`config.mk`:
```
export PLATFORM = sky130hd
export DESIGN_NAME = pixel_fetch_flat
export DESIGN_NICKNAME = d
export VERILOG_FILES = /design/src/rtl/pixel_fetch_if.sv /design/src/rtl/pixel_fetch.sv /design/src/flat_wrapper.sv
export SDC_FILE = /design/constraint.sdc
export NUM_CORES = 1
export LEC_CHECK = 0
export ABC_AREA = 1
export ABC_CLOCK_PERIOD_IN_PS = 3500
export CAP_MARGIN = 40
export CORE_MARGIN = 3
export CORE_UTILIZATION = 50
export DETAILED_ROUTE_END_ITERATION = 10
export PLACE_DENSITY = 0.84
export SYNTH_ARGS = -nofsm -noshare
export SYNTH_HDL_FRONTEND = slang
export SYNTH_SLANG_ARGS = --single-unit
```
`constraint.sdc`:
```
create_clock -name CLK -period 3.5 [get_ports CLK]
set_input_delay 0.35 -clock CLK [delete_from_list [all_inputs] [get_ports CLK]]
set_output_delay 0.35 -clock CLK [all_outputs]
set_load 0.005 [all_outputs]
```
`src/rtl/pixel_fetch_if.sv`:
```
// pixel_fetch_if: syncgen timing inputs, frame buffer read bus and VGA outputs of pixel_fetch.
// PIXEL_FETCH_PALETTE_RAM_EN adds the palette write port.
interface pixel_fetch_if #(parameter int ADDR_W = 19);
   logic PCK, HS_IN, VS_IN, ENABLE_MEM, MEM_RD, VGA_HS, VGA_VS, FRAME_DONE, UNDERRUN;
   logic [9:0] HCNT, VCNT;
   logic [ADDR_W-1:0] MEM_ADDR;
   logic [7:0] MEM_RDATA;
   logic [3:0] VGA_R, VGA_G, VGA_B;
`ifdef PIXEL_FETCH_PALETTE_RAM_EN
   logic PAL_WE;
   logic [7:0] PAL_WADDR;
   logic [11:0] PAL_WDATA;
   modport master (
      input PCK, HS_IN, VS_IN, HCNT, VCNT, ENABLE_MEM, MEM_RDATA, PAL_WE, PAL_WADDR, PAL_WDATA,
      output MEM_ADDR, MEM_RD, VGA_R, VGA_G, VGA_B, VGA_HS, VGA_VS, FRAME_DONE, UNDERRUN
   );
   modport slave (
      output PCK, HS_IN, VS_IN, HCNT, VCNT, ENABLE_MEM, MEM_RDATA, PAL_WE, PAL_WADDR, PAL_WDATA,
      input MEM_ADDR, MEM_RD, VGA_R, VGA_G, VGA_B, VGA_HS, VGA_VS, FRAME_DONE, UNDERRUN
   );
`else
   modport master (
      input PCK, HS_IN, VS_IN, HCNT, VCNT, ENABLE_MEM, MEM_RDATA,
      output MEM_ADDR, MEM_RD, VGA_R, VGA_G, VGA_B, VGA_HS, VGA_VS, FRAME_DONE, UNDERRUN
   );
   modport slave (
      output PCK, HS_IN, VS_IN, HCNT, VCNT, ENABLE_MEM, MEM_RDATA,
      input MEM_ADDR, MEM_RD, VGA_R, VGA_G, VGA_B, VGA_HS, VGA_VS, FRAME_DONE, UNDERRUN
   );
`endif
endinterface

```
`src/rtl/pixel_fetch.sv`:
```
// pixel_fetch: per-pixel frame buffer fetch of Julia iteration counts mapped to 12-bit VGA colour.
// Define PIXEL_FETCH_PALETTE_RAM_EN to replace the fixed colour formula with a writable 256x12 palette.
module pixel_fetch #(
   parameter int ADDR_W = 19,
   parameter int FRAME_WORDS = 307200,
   parameter logic [7:0] MAX_ITER = 8'hFF,
   parameter logic SYNC_POL = 1'b0
) (
   input logic CLK,
   input logic RST,
   pixel_fetch_if.master bus
);
   typedef enum logic [1:0] {IDLE, REQ, WAIT, CAPT} state_t;
   state_t state, state_nx;
   logic pck_d, vs_d, tick, vs_edge, armed, busy, wait_cnt, pend_blank, frame_done, underrun, last;
   logic [7:0] iter_q, iter_cur;
   logic [ADDR_W-1:0] addr;
   logic [1:0] hs_sr, vs_sr;
   logic [11:0] rgb, rgb_nx, hue;

   assign tick = bus.PCK & ~pck_d;
   assign vs_edge = (bus.VS_IN == SYNC_POL) && (vs_d != SYNC_POL);
   assign busy = (state == REQ) || (state == WAIT);
   assign last = addr == ADDR_W'(FRAME_WORDS - 1);
   // a tick landing in CAPT must already see the word captured in that cycle
   assign iter_cur = (state == CAPT) ? bus.MEM_RDATA : iter_q;

`ifdef PIXEL_FETCH_PALETTE_RAM_EN
   logic [11:0] pal [256];
   assign hue = pal[iter_cur];
   always_ff @(posedge CLK)
      if (!RST) for (int i = 0; i < 256; i++) pal[i] <= '0;
      else if (bus.PAL_WE) pal[bus.PAL_WADDR] <= bus.PAL_WDATA;
`else
   assign hue = (iter_cur == MAX_ITER) ? 12'h000 : {iter_cur[7:4], iter_cur[5:2], ~iter_cur[3:0]};
`endif

   always_comb begin
      state_nx = state;
      rgb_nx = (busy || pend_blank) ? 12'h000 : hue;
      if (state == REQ) state_nx = WAIT;
      else if (state == WAIT && wait_cnt) state_nx = CAPT;
      else if (!busy) state_nx = tick ? REQ : IDLE;
   end

   always_ff @(posedge CLK) begin
      pck_d <= bus.PCK;
      vs_d <= bus.VS_IN;
      if (!RST) begin
         state <= IDLE;
         wait_cnt <= 1'b0;
         armed <= 1'b0;
         pend_blank <= 1'b1;
         iter_q <= '0;
         addr <= '0;
         frame_done <= 1'b0;
         underrun <= 1'b0;
         hs_sr <= {2{~SYNC_POL}};
         vs_sr <= {2{~SYNC_POL}};
         rgb <= '0;
      end else begin
         state <= state_nx;
         wait_cnt <= (state == WAIT) && !wait_cnt;
         armed <= armed | vs_edge;
         addr <= vs_edge ? '0 : bus.MEM_RD ? (last ? '0 : addr + 1'b1) : addr;
         frame_done <= bus.MEM_RD & last;
         if (state == CAPT) iter_q <= bus.MEM_RDATA;
         if (tick) begin
            rgb <= rgb_nx;
            hs_sr <= {hs_sr[0], bus.HS_IN};
            vs_sr <= {vs_sr[0], bus.VS_IN};
            // a tick during an unfinished fetch cannot start a read, so its pixel is blank
            pend_blank <= busy | ~(bus.ENABLE_MEM & (armed | vs_edge));
            underrun <= underrun | busy;
         end
      end
   end

   // syncgen only enables fetching inside the 640x480 active area
   always_ff @(posedge CLK)
      if (RST && tick && bus.ENABLE_MEM) assert (bus.HCNT < 10'd640 && bus.VCNT < 10'd480);

   assign bus.MEM_RD = (state == REQ) && !pend_blank;
   assign bus.MEM_ADDR = addr;
   assign {bus.VGA_R, bus.VGA_G, bus.VGA_B} = rgb;
   assign bus.VGA_HS = hs_sr[1];
   assign bus.VGA_VS = vs_sr[1];
   assign bus.FRAME_DONE = frame_done;
   assign bus.UNDERRUN = underrun;
endmodule

```
`src/flat_wrapper.sv`:
```
// flat-port wrapper written by rule: the top's interface ports become plain ports
module pixel_fetch_flat 
#(
   parameter int ADDR_W = 19,
   parameter int FRAME_WORDS = 307200,
   parameter logic [7:0] MAX_ITER = 8'hFF,
   parameter logic SYNC_POL = 1'b0
)
  (CLK, RST, bus_PCK, bus_HS_IN, bus_VS_IN, bus_HCNT, bus_VCNT, bus_ENABLE_MEM, bus_MEM_RDATA, bus_MEM_ADDR, bus_MEM_RD, bus_VGA_R, bus_VGA_G, bus_VGA_B, bus_VGA_HS, bus_VGA_VS, bus_FRAME_DONE, bus_UNDERRUN);
  pixel_fetch_if #(.ADDR_W(ADDR_W)) bus_i ();
  input logic CLK;
  input logic RST;
  input wire logic [$bits(bus_i.PCK)-1:0] bus_PCK;
  input wire logic [$bits(bus_i.HS_IN)-1:0] bus_HS_IN;
  input wire logic [$bits(bus_i.VS_IN)-1:0] bus_VS_IN;
  input wire logic [$bits(bus_i.HCNT)-1:0] bus_HCNT;
  input wire logic [$bits(bus_i.VCNT)-1:0] bus_VCNT;
  input wire logic [$bits(bus_i.ENABLE_MEM)-1:0] bus_ENABLE_MEM;
  input wire logic [$bits(bus_i.MEM_RDATA)-1:0] bus_MEM_RDATA;
  output wire logic [$bits(bus_i.MEM_ADDR)-1:0] bus_MEM_ADDR;
  output wire logic [$bits(bus_i.MEM_RD)-1:0] bus_MEM_RD;
  output wire logic [$bits(bus_i.VGA_R)-1:0] bus_VGA_R;
  output wire logic [$bits(bus_i.VGA_G)-1:0] bus_VGA_G;
  output wire logic [$bits(bus_i.VGA_B)-1:0] bus_VGA_B;
  output wire logic [$bits(bus_i.VGA_HS)-1:0] bus_VGA_HS;
  output wire logic [$bits(bus_i.VGA_VS)-1:0] bus_VGA_VS;
  output wire logic [$bits(bus_i.FRAME_DONE)-1:0] bus_FRAME_DONE;
  output wire logic [$bits(bus_i.UNDERRUN)-1:0] bus_UNDERRUN;
  assign bus_i.PCK = bus_PCK;
  assign bus_i.HS_IN = bus_HS_IN;
  assign bus_i.VS_IN = bus_VS_IN;
  assign bus_i.HCNT = bus_HCNT;
  assign bus_i.VCNT = bus_VCNT;
  assign bus_i.ENABLE_MEM = bus_ENABLE_MEM;
  assign bus_i.MEM_RDATA = bus_MEM_RDATA;
  assign bus_MEM_ADDR = bus_i.MEM_ADDR;
  assign bus_MEM_RD = bus_i.MEM_RD;
  assign bus_VGA_R = bus_i.VGA_R;
  assign bus_VGA_G = bus_i.VGA_G;
  assign bus_VGA_B = bus_i.VGA_B;
  assign bus_VGA_HS = bus_i.VGA_HS;
  assign bus_VGA_VS = bus_i.VGA_VS;
  assign bus_FRAME_DONE = bus_i.FRAME_DONE;
  assign bus_UNDERRUN = bus_i.UNDERRUN;
  pixel_fetch #(.ADDR_W(ADDR_W), .FRAME_WORDS(FRAME_WORDS), .MAX_ITER(MAX_ITER), .SYNC_POL(SYNC_POL)) u_core (.CLK(CLK), .RST(RST), .bus(bus_i));
endmodule
```
Word level (Yosys, flattened, before mapping)
Cells that the tools add are included.

operators by class
  $add $sub $neg = 1
  bitwise gates (word level) = 11
  muxes and demuxes = 8
  reductions and logical operators = 10
  equality and inequality tests = 7

operators by type and width
  cell                                                              count
  12-bit 2-to-1 mux                                                 2
  19-bit by 1-bit adder with 19-bit output (second input constant)  1
  19-bit == test (second input constant)                            1
  19-bit 2-to-1 mux                                                 1
  8-bit == test (second input constant)                             1
  8-bit 2-to-1 mux                                                  1
  2-bit 2-to-1 mux                                                  3
  2-bit == test (second input constant)                             2
  1-bit logical AND                                                 4
  1-bit inverter                                                    4
  4-bit inverter                                                    1
  2-bit OR reduction                                                2
  1-bit AND                                                         3
  3-bit != test (second input constant)                             1
  1-bit bitwise OR                                                  3
  2-bit by 1-bit == test with 1-bit output (second input constant)  1
  1-bit zero test                                                   2
  1-bit logical OR                                                  2
  2-bit != test (second input constant)                             1
  1-bit 2-to-1 mux                                                  1

word-level totals
  bits in registers = 52
  output and inout bits = 36
  word-level logic and storage cells = 51
  input bits = 34

Longest topological paths before layout
Gate-level depths: netlist (run 1).

  depth after elaboration = 6
  depth in mapped cells = 10
  gate-level depth less buffers = 10

Worst setup path after synthesis (run 1)
No wires, ideal clock.

  kind = register to register
  start point = register u_core.state[0]
  end point = register u_core.rgb[10]
  data arrival time = 1292 ps
  buffers on the path = 2
  clock period less this slack = 1405 ps
  slack = 2095 ps
  stages on the path, launching flop included = 10
  data required time = 3387 ps
  library setup time = 113 ps
  cells stage by stage = dfxtp_1 ha_1 buf_6 buf_6 o21ai_1 nand2_1 nor2_1 nand2_1 nand3_1 nand2_1

on the way
  longest elaborated chain between the ends = 5
  elaborated cells on any way between the ends = 9
  those cells by class = eq/ne (4); mux (3); reduce/logical (2)

RTL lines
  element                 RTL line           source
  from (decl)             pixel_fetch.sv:14  state_t state, state_nx;
  from (signal assigned)  pixel_fetch.sv:62  state <= state_nx;
  2-bit == test           pixel_fetch.sv:26  assign iter_cur = (state == CAPT) ? bus.MEM_RDATA : iter_q;
  8-bit 2-to-1 mux        pixel_fetch.sv:26
  8-bit == test           pixel_fetch.sv:35  assign hue = (iter_cur == MAX_ITER) ? 12'h000 : {iter_cur[7:4], iter_cur[5:2], ~iter_cur[3:0]};
  12-bit 2-to-1 mux       pixel_fetch.sv:35
  12-bit 2-to-1 mux (*)   pixel_fetch.sv:40  rgb_nx = (busy || pend_blank) ? 12'h000 : hue;
  to (signal assigned)    pixel_fetch.sv:69  rgb <= rgb_nx;
  to (decl)               pixel_fetch.sv:19  logic [11:0] rgb, rgb_nx, hue;

Mark *: on every way between the ends. The rest lies on a longest branch, timed or not.
A chain may end at the register's enable or synchronous reset.

Final worst setup path (run 1)
  start point = register u_core.state[0]
  end point = output bus_MEM_RD

on the way
  longest elaborated chain between the ends = 2

RTL lines
  element                                   RTL line            source
  2-bit by 1-bit == test with 1-bit output  pixel_fetch.sv:83   assign bus.MEM_RD = (state == REQ) && !pend_blank;
  1-bit logical AND                         pixel_fetch.sv:83
  to (decl)                                 flat_wrapper.sv:21  output wire logic [$bits(bus_i.MEM_RD)-1:0] bus_MEM_RD;

Every way passes these cells.

==> results of run 1 <==
[metrics by stage]
step	area, um^2	cells	utilization, %	hold slack, ps
final	2900	422	65.8	435
after global routing	2900	422	65.8	475
after CTS	2900	422	65.8	437
after detailed placement	2810	414	63.7	406
after global placement	2810	414	63.7	397
after floorplan	2310	320	-	378
[final cells by class]
class / count / area [um^2]
fillers: 392 / 1510
multi-input cells: 218 / 1090
flip-flops and latches: 50 / 1000
repair buffers: 49 / 490
inverters: 45 / 169
clock buffers: 5 / 68.8
well taps: 52 / 65.1
clock inverters: 3 / 21.3
[layout by cell type, fill, tap and decap left out, types with 2 or more instances in the layout]
cell type and n:
sky130_fd_sc_hd__nand2_4 2, sky130_fd_sc_hd__ha_1 4, sky130_fd_sc_hd__nor3_1 4, sky130_fd_sc_hd__o21ai_0 6, sky130_fd_sc_hd__o21bai_1 3, sky130_fd_sc_hd__xor2_1 3
sky130_fd_sc_hd__xnor2_1 2, sky130_fd_sc_hd__nand2_1 77, sky130_fd_sc_hd__nor2_4 7, sky130_fd_sc_hd__inv_2 6, sky130_fd_sc_hd__dfxtp_1 50, sky130_fd_sc_hd__inv_1 39
sky130_fd_sc_hd__a211oi_1 3, sky130_fd_sc_hd__clkdlybuf4s50_1 49, sky130_fd_sc_hd__clkbuf_8 5, sky130_fd_sc_hd__o21ai_1 2, sky130_fd_sc_hd__nor2_1 48, sky130_fd_sc_hd__a21oi_1 12
sky130_fd_sc_hd__nor2_2 4, sky130_fd_sc_hd__nand3_1 27, sky130_fd_sc_hd__nand4_1 6, sky130_fd_sc_hd__nand2_2 3
[where the power goes]
part / internal, W / switching (W) / total, W
Sequential: 0.000577 / 0.00000514 / 0.000582
Clock: 0.000141 / 0.000197 / 0.000338
Combinational: 0.0000263 / 0.0000310 / 0.0000573
[cells by family (layout without fill, tap and decap cells)]
kind of cell,after synthesis,in the layout,share of synthesized area [%]
adders and majority gates,4,4,2.17
AOI/OAI and AO/OA,30,30,7.65
xor gates and xnor gates,5,5,1.90
buffers and inverters,52,102,9.44
and+or+nand+nor,179,179,35.4
DFF,50,50,43.4
[flip-flops by register name, indices dropped and copies added, names as in the netlist, 2 cells and up]
signal and flops:
u_core.hs_sr 2, u_core.rgb 10, u_core.state 2, u_core.bus.MEM_ADDR 19
u_core.iter_q 8, u_core.vs_sr 2
[worst max-delay path by stage]
stage	start	endpoint	cells after the start
2_1_floorplan	u_core.state[0]$_SDFFE_PP0P_	u_core.rgb[10]$_SDFFE_PN0P_	9
3_3_place_gp	RST	u_core.bus.MEM_ADDR[1]$_SDFFE_PP0P_	5
3_5_place_dp	RST	u_core.bus.MEM_ADDR[1]$_SDFFE_PP0P_	5
4_1_cts	u_core.state[0]$_SDFFE_PP0P_	bus_MEM_RD	4
5_1_grt	u_core.state[0]$_SDFFE_PP0P_	bus_MEM_RD	4
6_report	u_core.state[0]$_SDFFE_PP0P_	bus_MEM_RD	4
[per-layer routing]
| layer | global-route usage, % | share of wire (%) | up-vias |
|---|---|---|---|
| met5 | 0 | 0 | - |
| met4 | 7.04 | 1.8 | 0 |
| met3 | 4.79 | 5.3 | 9 |
| met2 | 32.0 | 45 | 52 |
| met1 | 25.1 | 47 | 947 |
| li1 | - | - | 1100 |
==> qor.yml, run 1 <==
clock_network:
  ctsHoldBuffers: 0
  clock_tree_from_tritoncts: "built"
  post_cts_resize_count: 0
  cts_inserted_buffers: 5
  post_cts_buffers: 0
  numClockSinks: 50
  cts_max_level: 2
  clock_transition_at_the_registers_of_the_reported_paths_ps: 100
  max-clock-path-buffers: 2
  clock_insertion_delay_worst_skew_ps: 310
  ctsRootBufferMaster: "sky130_fd_sc_hd__clkbuf_8"
min_path:
  worstHoldPathType: "reg -> reg"
  worst_hold_path.num_cells: 1
  worstHoldStart: "u_core.wait_cnt$_SDFF_PN0_"
  hold-path-endpoint: "u_core.wait_cnt$_SDFF_PN0_"
setup_path:
  timing.setup.critical_path_class: "reg -> out"
  cp.required_ps: 3150
  crit_path_end_kind: "primary output"
  cp_slowest_cell: "sky130_fd_sc_hd__clkdlybuf4s50_1"
  timing.critical_path.buf_inv: 2
  ff2ff_path_depth: 8
  critPathArrivalTime_ps: 1720
  crit_reg_reg_startpoint: "u_core.state[0]$_SDFFE_PP0P_"
  max_stage_delay_ps: 500
  rrSetupSlack_ps: 1650
  cp-start-kind: "flip-flop"
  timing.critical_path.fanout_max: 8
  regToRegEndpoint: "u_core.rgb[11]$_SDFFE_PN0P_"
  critical_path.top_delay_family: "buffers and inverters"
  cp_cell_sequence: "ha_1 -> nand2_4 -> inv_2 -> clkdlybuf4s50_1"
timing:
  final-setup-viol-count: 0
  final_max_slew_viol_count: 0
  fin_worst_skew_ps: 12.1
  rsz0062_at_grt: "false"
  slew_headroom_pct: 63.1
  layout_worst_path_cycle_share_pct: 59.3
  finalCriticalPeriod_ps: 2070
  finalWorstSetupSlack_ps: 1430
  timing.final.hold_violations: 0
  fmax_ghz: 0.482
  timing_worst_slew_pin_value_ps: 554
  fin_setup_tns_ps: 0
power_and_ir_drop:
  power.density_cell_area_mw_per_mm2: 336
  total_leakage_power_nw: 1.07
  vdd_drop_max_mv: 0.172
  design_power_total_w: 0.000977
route:
  drt_pass1_iterations: 4
  drc_errors: 0
  number_of_vias_per_cell: 5.00
  drt_wl_total_mm: 4.95
  avgRoutedWirePerCell_um: 11.7
  vias_post_dr: 2108
  final_antenna_net_count: 0
  initial_detailed_routing_violation_count: 136
placement:
  dp_worst_setup_slack_ps: 1330
  place.detailed.hpwl_mm: 3.62
  portBuffers: 49
  globalplace.congestion: 0.869
synthesis:
  synth-main-ff-cell: "sky130_fd_sc_hd__dfxtp_1"
  syn-instance-count: 320
  synthesis.yosys.warnings: 0
  synth_top_area_share_pct: 43.4
  postSynthAreaPerCell_um2: 7.21
  asyncSetResetFlopFracSynth_pct: 0
  syn-num-nets: 358
  yosysUniqueCellTypes: 28
  synth_common_cells: "sky130_fd_sc_hd__nand2_1 (77), sky130_fd_sc_hd__dfxtp_1 (50), sky130_fd_sc_hd__nor2_1 (48)"
  ys_seq_area_share_pct: 43.4
  yosysMostFrequentCell: "sky130_fd_sc_hd__nand2_1"
  ys_top_cells_by_area: "sky130_fd_sc_hd__dfxtp_1 (43%), sky130_fd_sc_hd__nand2_1 (13%), sky130_fd_sc_hd__nor2_1 (7.8%)"
  synth_enable_flop_cells: 0
  postSynthRegisterBits: 50
  mappedNetlistArea_mm2: 0.00231
  synth_largest_area_cell: "sky130_fd_sc_hd__dfxtp_1"
cells_and_area:
  share_of_layout_cells_above_drive_strength_1_pct: 8.65
  final_net_count: 407
  antenna_cells_inserted: 0
  area_delta_synth_final_pct: 25.9
grt:
  grt-ovfl-total: 0
  grt_max_degree: 18
  grt_pass1_wl_mm: 8.42
  first_global_vias: 1940
  grtUsageTotal_pct: 19.6
  antenna_found_initial: 0
job:
  timing.max_cap.violations: 0
outcome:
  outcome: "finished, final reports clean"
floorplanning:
  die_width_um: 73.9
  core_region_area_mm2: 0.00441
  io_pins: 70
  std_cell_rows: 24
  die_height_um: 73.9
  dieArea_mm2: 0.00546
  floorplan.initialDensity_pct: 52.2
Note: power is estimated with default switching activity, not from simulation.
==> run 2, diff against run 1 <==
Settings changed: ABC_CLOCK_PERIOD_IN_PS 3500 to 2000, CORE_UTILIZATION 50 to 47, PLACE_DENSITY 0.84 to 0.8.
Clock period 3.5 ns to 2 ns, I/O delays scaled along.
==> run 2 against run 1 <==
- sequential share of layout area is 0.47 points lower
- die area is 5.9% higher
- clock power is 72% higher
- count of clock-buffer cells in the layout is 1 higher
- power is 74% higher
- register-to-register slack worse by 1300 ps
- non-clock buffer count is 3 higher
- critical path type unchanged
- highest routed layer unchanged
==> qor.yml, run 2 (same netlist as run 1, synthesis figures left out) <==
placement:
  globalplace.congestion: 0.806
  dp_worst_setup_slack_ps: 204
  portBuffers: 49
  place.detailed.hpwl_mm: 3.68
setup_path:
  timing.critical_path.fanout_max: 8
  timing.setup.critical_path_class: "reg -> out"
  max_stage_delay_ps: 510
  cp_slowest_cell: "sky130_fd_sc_hd__clkdlybuf4s50_1"
  cp_cell_sequence: "ha_2 -> nand2_4 -> inv_2 -> clkdlybuf4s50_1"
  crit_path_end_kind: "primary output"
  timing.critical_path.buf_inv: 2
  cp.required_ps: 1800
  critical_path.top_delay_family: "buffers and inverters"
  cp-start-kind: "flip-flop"
  critPathArrivalTime_ps: 1670
grt:
  grt_max_degree: 18
  grt_pass1_wl_mm: 8.76
  grtUsageTotal_pct: 18.1
  grt-ovfl-total: 0
  antenna_found_initial: 0
  first_global_vias: 1982
route:
  final_antenna_net_count: 0
  drt_pass1_iterations: 5
  drt_wl_total_mm: 4.97
  drc_errors: 0
  number_of_vias_per_cell: 4.77
  vias_post_dr: 2088
  initial_detailed_routing_violation_count: 82
  avgRoutedWirePerCell_um: 11.3
clock_network:
  numClockSinks: 50
  ctsHoldBuffers: 0
  cts_inserted_buffers: 5
  clock_transition_at_the_registers_of_the_reported_paths_ps: 90
  ctsRootBufferMaster: "sky130_fd_sc_hd__clkbuf_8"
  clock_tree_from_tritoncts: "built"
  max-clock-path-buffers: 2
  clock_insertion_delay_worst_skew_ps: 310
  cts_max_level: 2
min_path:
  worstHoldPathType: "in -> reg"
cells_and_area:
  filler_cell_count: 376
  share_of_layout_cells_above_drive_strength_1_pct: 9.65
  layout.cells.most_common: "sky130_fd_sc_hd__nand2_1"
  final_net_count: 410
  mostFrequentLayoutCells: "sky130_fd_sc_hd__nand2_1 (77), sky130_fd_sc_hd__dfxtp_1 (50), sky130_fd_sc_hd__clkdlybuf4s50_1 (49)"
  largest_reg_flops: 19
  antenna_cells_inserted: 0
  area_delta_synth_final_pct: 27.6
floorplanning:
  floorplan.initialDensity_pct: 50.9
  core_region_area_mm2: 0.00453
  die_height_um: 76.0
  dieArea_mm2: 0.00578
  std_cell_rows: 24
  die_width_um: 76.0
  io_pins: 70
timing:
  final_max_slew_viol_count: 0
  fin_worst_skew_ps: 8.47
  final-setup-viol-count: 0
  rsz0062_at_grt: "false"
  timing_worst_slew_pin_value_ps: 316
  finalCriticalPeriod_ps: 1870
  slew_headroom_pct: 78.9
  fmax_ghz: 0.533
  layout_worst_path_cycle_share_pct: 93.7
  fin_setup_tns_ps: 0
  timing.final.hold_violations: 0
  finalWorstSetupSlack_ps: 125
job:
  timing.max_cap.violations: 0
power_and_ir_drop:
  power.density_cell_area_mw_per_mm2: 579
  total_leakage_power_nw: 1.08
  vdd_drop_max_mv: 0.343
outcome:
  outcome: "finished, final reports clean"
## run 2: metal layers
metal  up-vias  track usage [%]  share of wire [%]
met4         0             4.89               0.54
met3         4             4.73                4.9
met5         -                0                  0
met2        53             29.6                 45
li1       1098                -                  -
met1       933             23.8                 49
## run 2: final timing paths
path	start	endpoint	slack, ps	depth (start not counted)
max	u_core.state[0]$_SDFFE_PP0P_	bus_MEM_RD	130	4
min	bus_PCK	u_core.pck_d$_DFF_P_	370	1
max reg2reg	u_core.state[1]$_SDFFE_PN0P_	u_core.rgb[4]$_SDFFE_PN0P_	340	8
min reg2reg	u_core.wait_cnt$_SDFF_PN0_	u_core.wait_cnt$_SDFF_PN0_	410	1
## run 2: worst reg2reg max path, delay by kind of cell, from the launching register on
| kind | cells | cell delay [ps] |
|---|---|---|
| flops | 1 | 400 |
| fa+ha+maj | 1 | 390 |
| compound gates | 1 | 170 |
| simple gates | 6 | 600 |
## run 2: per-stage QoR
stage	hold slack (ps)	util (%)	instances	instance area (um^2)	power, W
floorplan	228	-	320	2310	0.00109
global placement	397	62.9	430	2850	0.00114
detailed placement	404	62.9	430	2850	0.00115
CTS	375	64.8	438	2940	0.00171
global route	363	64.9	438	2940	0.00178
finish	372	64.9	438	2940	0.00170
## run 2: area by class of cell
class	count	area, um^2	share of cell area [%]
Sequential cell	50	1000	34.0
Multi-Input combinational cell	218	1090	37.1
Timing Repair Buffer	52	513	17.4
Inverter	45	169	5.74
Clock buffer	6	72.6	2.47
Clock inverter	2	13.8	0.468
Tap cell	65	81.3	2.76
## run 2: report_power, final
group | internal [W] | switching [W]
Combinational | 0.0000502 | 0.0000549
Sequential | 0.00101 | 0.00000905
Clock | 0.000247 | 0.000333
Total | 0.00131 | 0.000397
## run 2: repair_timing
action,4_1_cts,5_1_grt
setup endpoints to repair,0,2
setup buffers,0,0
resized for setup,0,2
endpoints found under the hold margin,0,0
==> run 3, diff against run 2 <==
Settings changed: CELL_PAD_IN_SITES_DETAIL_PLACEMENT from default to 1, CELL_PAD_IN_SITES_GLOBAL_PLACEMENT from default to 1, CORE_UTILIZATION 47 to 33, PLACE_DENSITY 0.8 to default, PLACE_DENSITY_LB_ADDON from default to 0.1, SKIP_CTS_REPAIR_TIMING from default to 1.
==> run 3 against run 2 <==
- routed wire length up 13%
- die area up 39%
- cell count increased by 6.6%
- largest power group unchanged
- global-route usage decreased by 2.9 points
- hold slack got worse by 6.3 ps
- utilization decreased by 19 points
- highest routed layer unchanged
==> qor.yml, run 3 (same netlist as run 1, synthesis figures left out) <==
route:
  final_antenna_net_count: 0
  initial_detailed_routing_violation_count: 64
  avgRoutedWirePerCell_um: 12.1
  drc_errors: 0
  drt_wl_total_mm: 5.63
  number_of_vias_per_cell: 4.50
  drt_pass1_iterations: 4
  vias_post_dr: 2103
timing:
  slew_headroom_pct: 77.1
  timing.final.hold_violations: 0
  layout_worst_path_cycle_share_pct: 93.6
  final_max_slew_viol_count: 0
  final-setup-viol-count: 0
  fmax_ghz: 0.534
  finalCriticalPeriod_ps: 1870
  rsz0062_at_grt: "false"
  timing_worst_slew_pin_value_ps: 342
  fin_setup_tns_ps: 0
  fin_worst_skew_ps: 4.03
job:
  timing.max_cap.violations: 0
grt:
  grt_max_degree: 18
  grtUsageTotal_pct: 15.2
  grt-ovfl-total: 0
  grt_pass1_wl_mm: 9.56
  antenna_found_initial: 0
  first_global_vias: 2006
setup_path:
  timing.critical_path.buf_inv: 2
  timing.critical_path.fanout_max: 8
  critPathArrivalTime_ps: 1670
  cp_slowest_cell: "sky130_fd_sc_hd__clkdlybuf4s50_1"
  timing.setup.critical_path_class: "reg -> out"
  cp.required_ps: 1800
  crit_path_end_kind: "primary output"
  max_stage_delay_ps: 500
  critPathLaunch: "u_core.state[0]$_SDFFE_PP0P_"
  regToRegEndpoint: "u_core.rgb[8]$_SDFFE_PN0P_"
  critical_path.top_delay_family: "buffers and inverters"
  crit_reg_reg_startpoint: "u_core.state[0]$_SDFFE_PP0P_"
  cp_cell_sequence: "ha_2 -> nand2_4 -> inv_2 -> clkdlybuf4s50_1"
  ff2ff_path_depth: 8
  cp-start-kind: "flip-flop"
  rrSetupSlack_ps: 350
floorplanning:
  std_cell_rows: 29
  core_region_area_mm2: 0.00657
  io_pins: 70
  die_height_um: 89.6
  floorplan.initialDensity_pct: 35.1
  dieArea_mm2: 0.00803
  die_width_um: 89.6
cells_and_area:
  mostFrequentLayoutCells: "sky130_fd_sc_hd__nand2_1 (77), sky130_fd_sc_hd__dfxtp_1 (50), sky130_fd_sc_hd__clkdlybuf4s50_1 (49)"
  area_delta_synth_final_pct: 29.6
  fin_util_pct: 45.5
  largest_reg_flops: 19
  share_of_layout_cells_above_drive_strength_1_pct: 9.63
  filler_cell_count: 837
  antenna_cells_inserted: 0
  layout.cells.most_common: "sky130_fd_sc_hd__nand2_1"
  final_net_count: 411
min_path:
  hold-path-endpoint: "u_core.vs_d$_DFF_P_"
  worstHoldPathType: "in -> reg"
  worstHoldStart: "bus_VS_IN"
  worst_hold_path.num_cells: 1
placement:
  globalplace.congestion: 0.815
  place.detailed.hpwl_mm: 4.35
  portBuffers: 49
clock_network:
  max-clock-path-buffers: 2
  cts_inserted_buffers: 5
  ctsRootBufferMaster: "sky130_fd_sc_hd__clkbuf_8"
  cts_max_level: 2
  clock_tree_from_tritoncts: "built"
  numClockSinks: 50
  clock_transition_at_the_registers_of_the_reported_paths_ps: 90
  clock_insertion_delay_worst_skew_ps: 300
power_and_ir_drop:
  power.density_cell_area_mw_per_mm2: 580
  vdd_drop_max_mv: 0.310
  total_leakage_power_nw: 1.09
outcome:
  outcome: "finished, final reports clean"
run 3: area by class of cell:
cell class,instances,area [um^2],area share (%)
well taps,93,116,3.89
inverters,45,169,5.65
clock inverters,1,5.00,0.168
flip-flops and latches,50,1000,33.5
repair buffers,53,520,17.4
clock buffers,7,86.3,2.89
multi-input cells,218,1090,36.5
run 3: metrics by stage:
stage | std cells | setup WS (ps) | hold WS [ps] | power [W] | area (um^2)
global placement | 459 | 361 | 399 | 0.00115 | 2890
detailed placement | 459 | 342 | 405 | 0.00115 | 2890
CTS | 467 | 85.2 | 360 | 0.00177 | 2990
floorplan | 320 | 595 | 228 | 0.00109 | 2310
finish | 467 | 128 | 365 | 0.00173 | 2990
global route | 467 | 33.4 | 364 | 0.00182 | 2990
run 3: layer usage:
| layer | up-vias | track usage (%) | share of wire, % | wire (um) |
|---|---|---|---|---|
| met5 | - | 0 | 0 | 0 |
| met4 | 0 | 4.06 | 0.91 | 51 |
| met3 | 5 | 3.38 | 3.8 | 215 |
| met2 | 38 | 22.1 | 42 | 2360 |
| met1 | 951 | 22.5 | 53 | 3000 |
| li1 | 1109 | - | - | - |
run 3: where the power goes:
group | leakage, nW | internal, W | switching (W) | total [W]
Combinational | 0.636 | 0.0000502 | 0.0000567 | 0.000107
Clock | 0.0482 | 0.000280 | 0.000328 | 0.000608
Sequential | 0.405 | 0.00101 | 0.00000899 | 0.00102
Total | 1.09 | 0.00134 | 0.000394 | 0.00173
run 3: worst register-to-register path: stages, from the launching register on:
cell and delay, ps:
sky130_fd_sc_hd__dfxtp_1 360, sky130_fd_sc_hd__ha_1 210, sky130_fd_sc_hd__buf_4 190, sky130_fd_sc_hd__o21ai_0 280, sky130_fd_sc_hd__nand2_1 80, sky130_fd_sc_hd__nor2_1 110
sky130_fd_sc_hd__nand2_1 140, sky130_fd_sc_hd__nand3_1 130, sky130_fd_sc_hd__nand2_1 50
run 3: worst max-delay path by stage:
stage,to,slack (ps),depth (start not counted)
finish,bus_MEM_RD,130,4
global route,bus_MEM_RD,30,5
CTS,bus_MEM_RD,90,4
detailed placement,u_core.bus.MEM_ADDR[3]$_SDFFE_PP0P_,340,8
global placement,u_core.bus.MEM_ADDR[15]$_SDFFE_PP0P_,360,8
floorplan,u_core.rgb[10]$_SDFFE_PN0P_,600,9
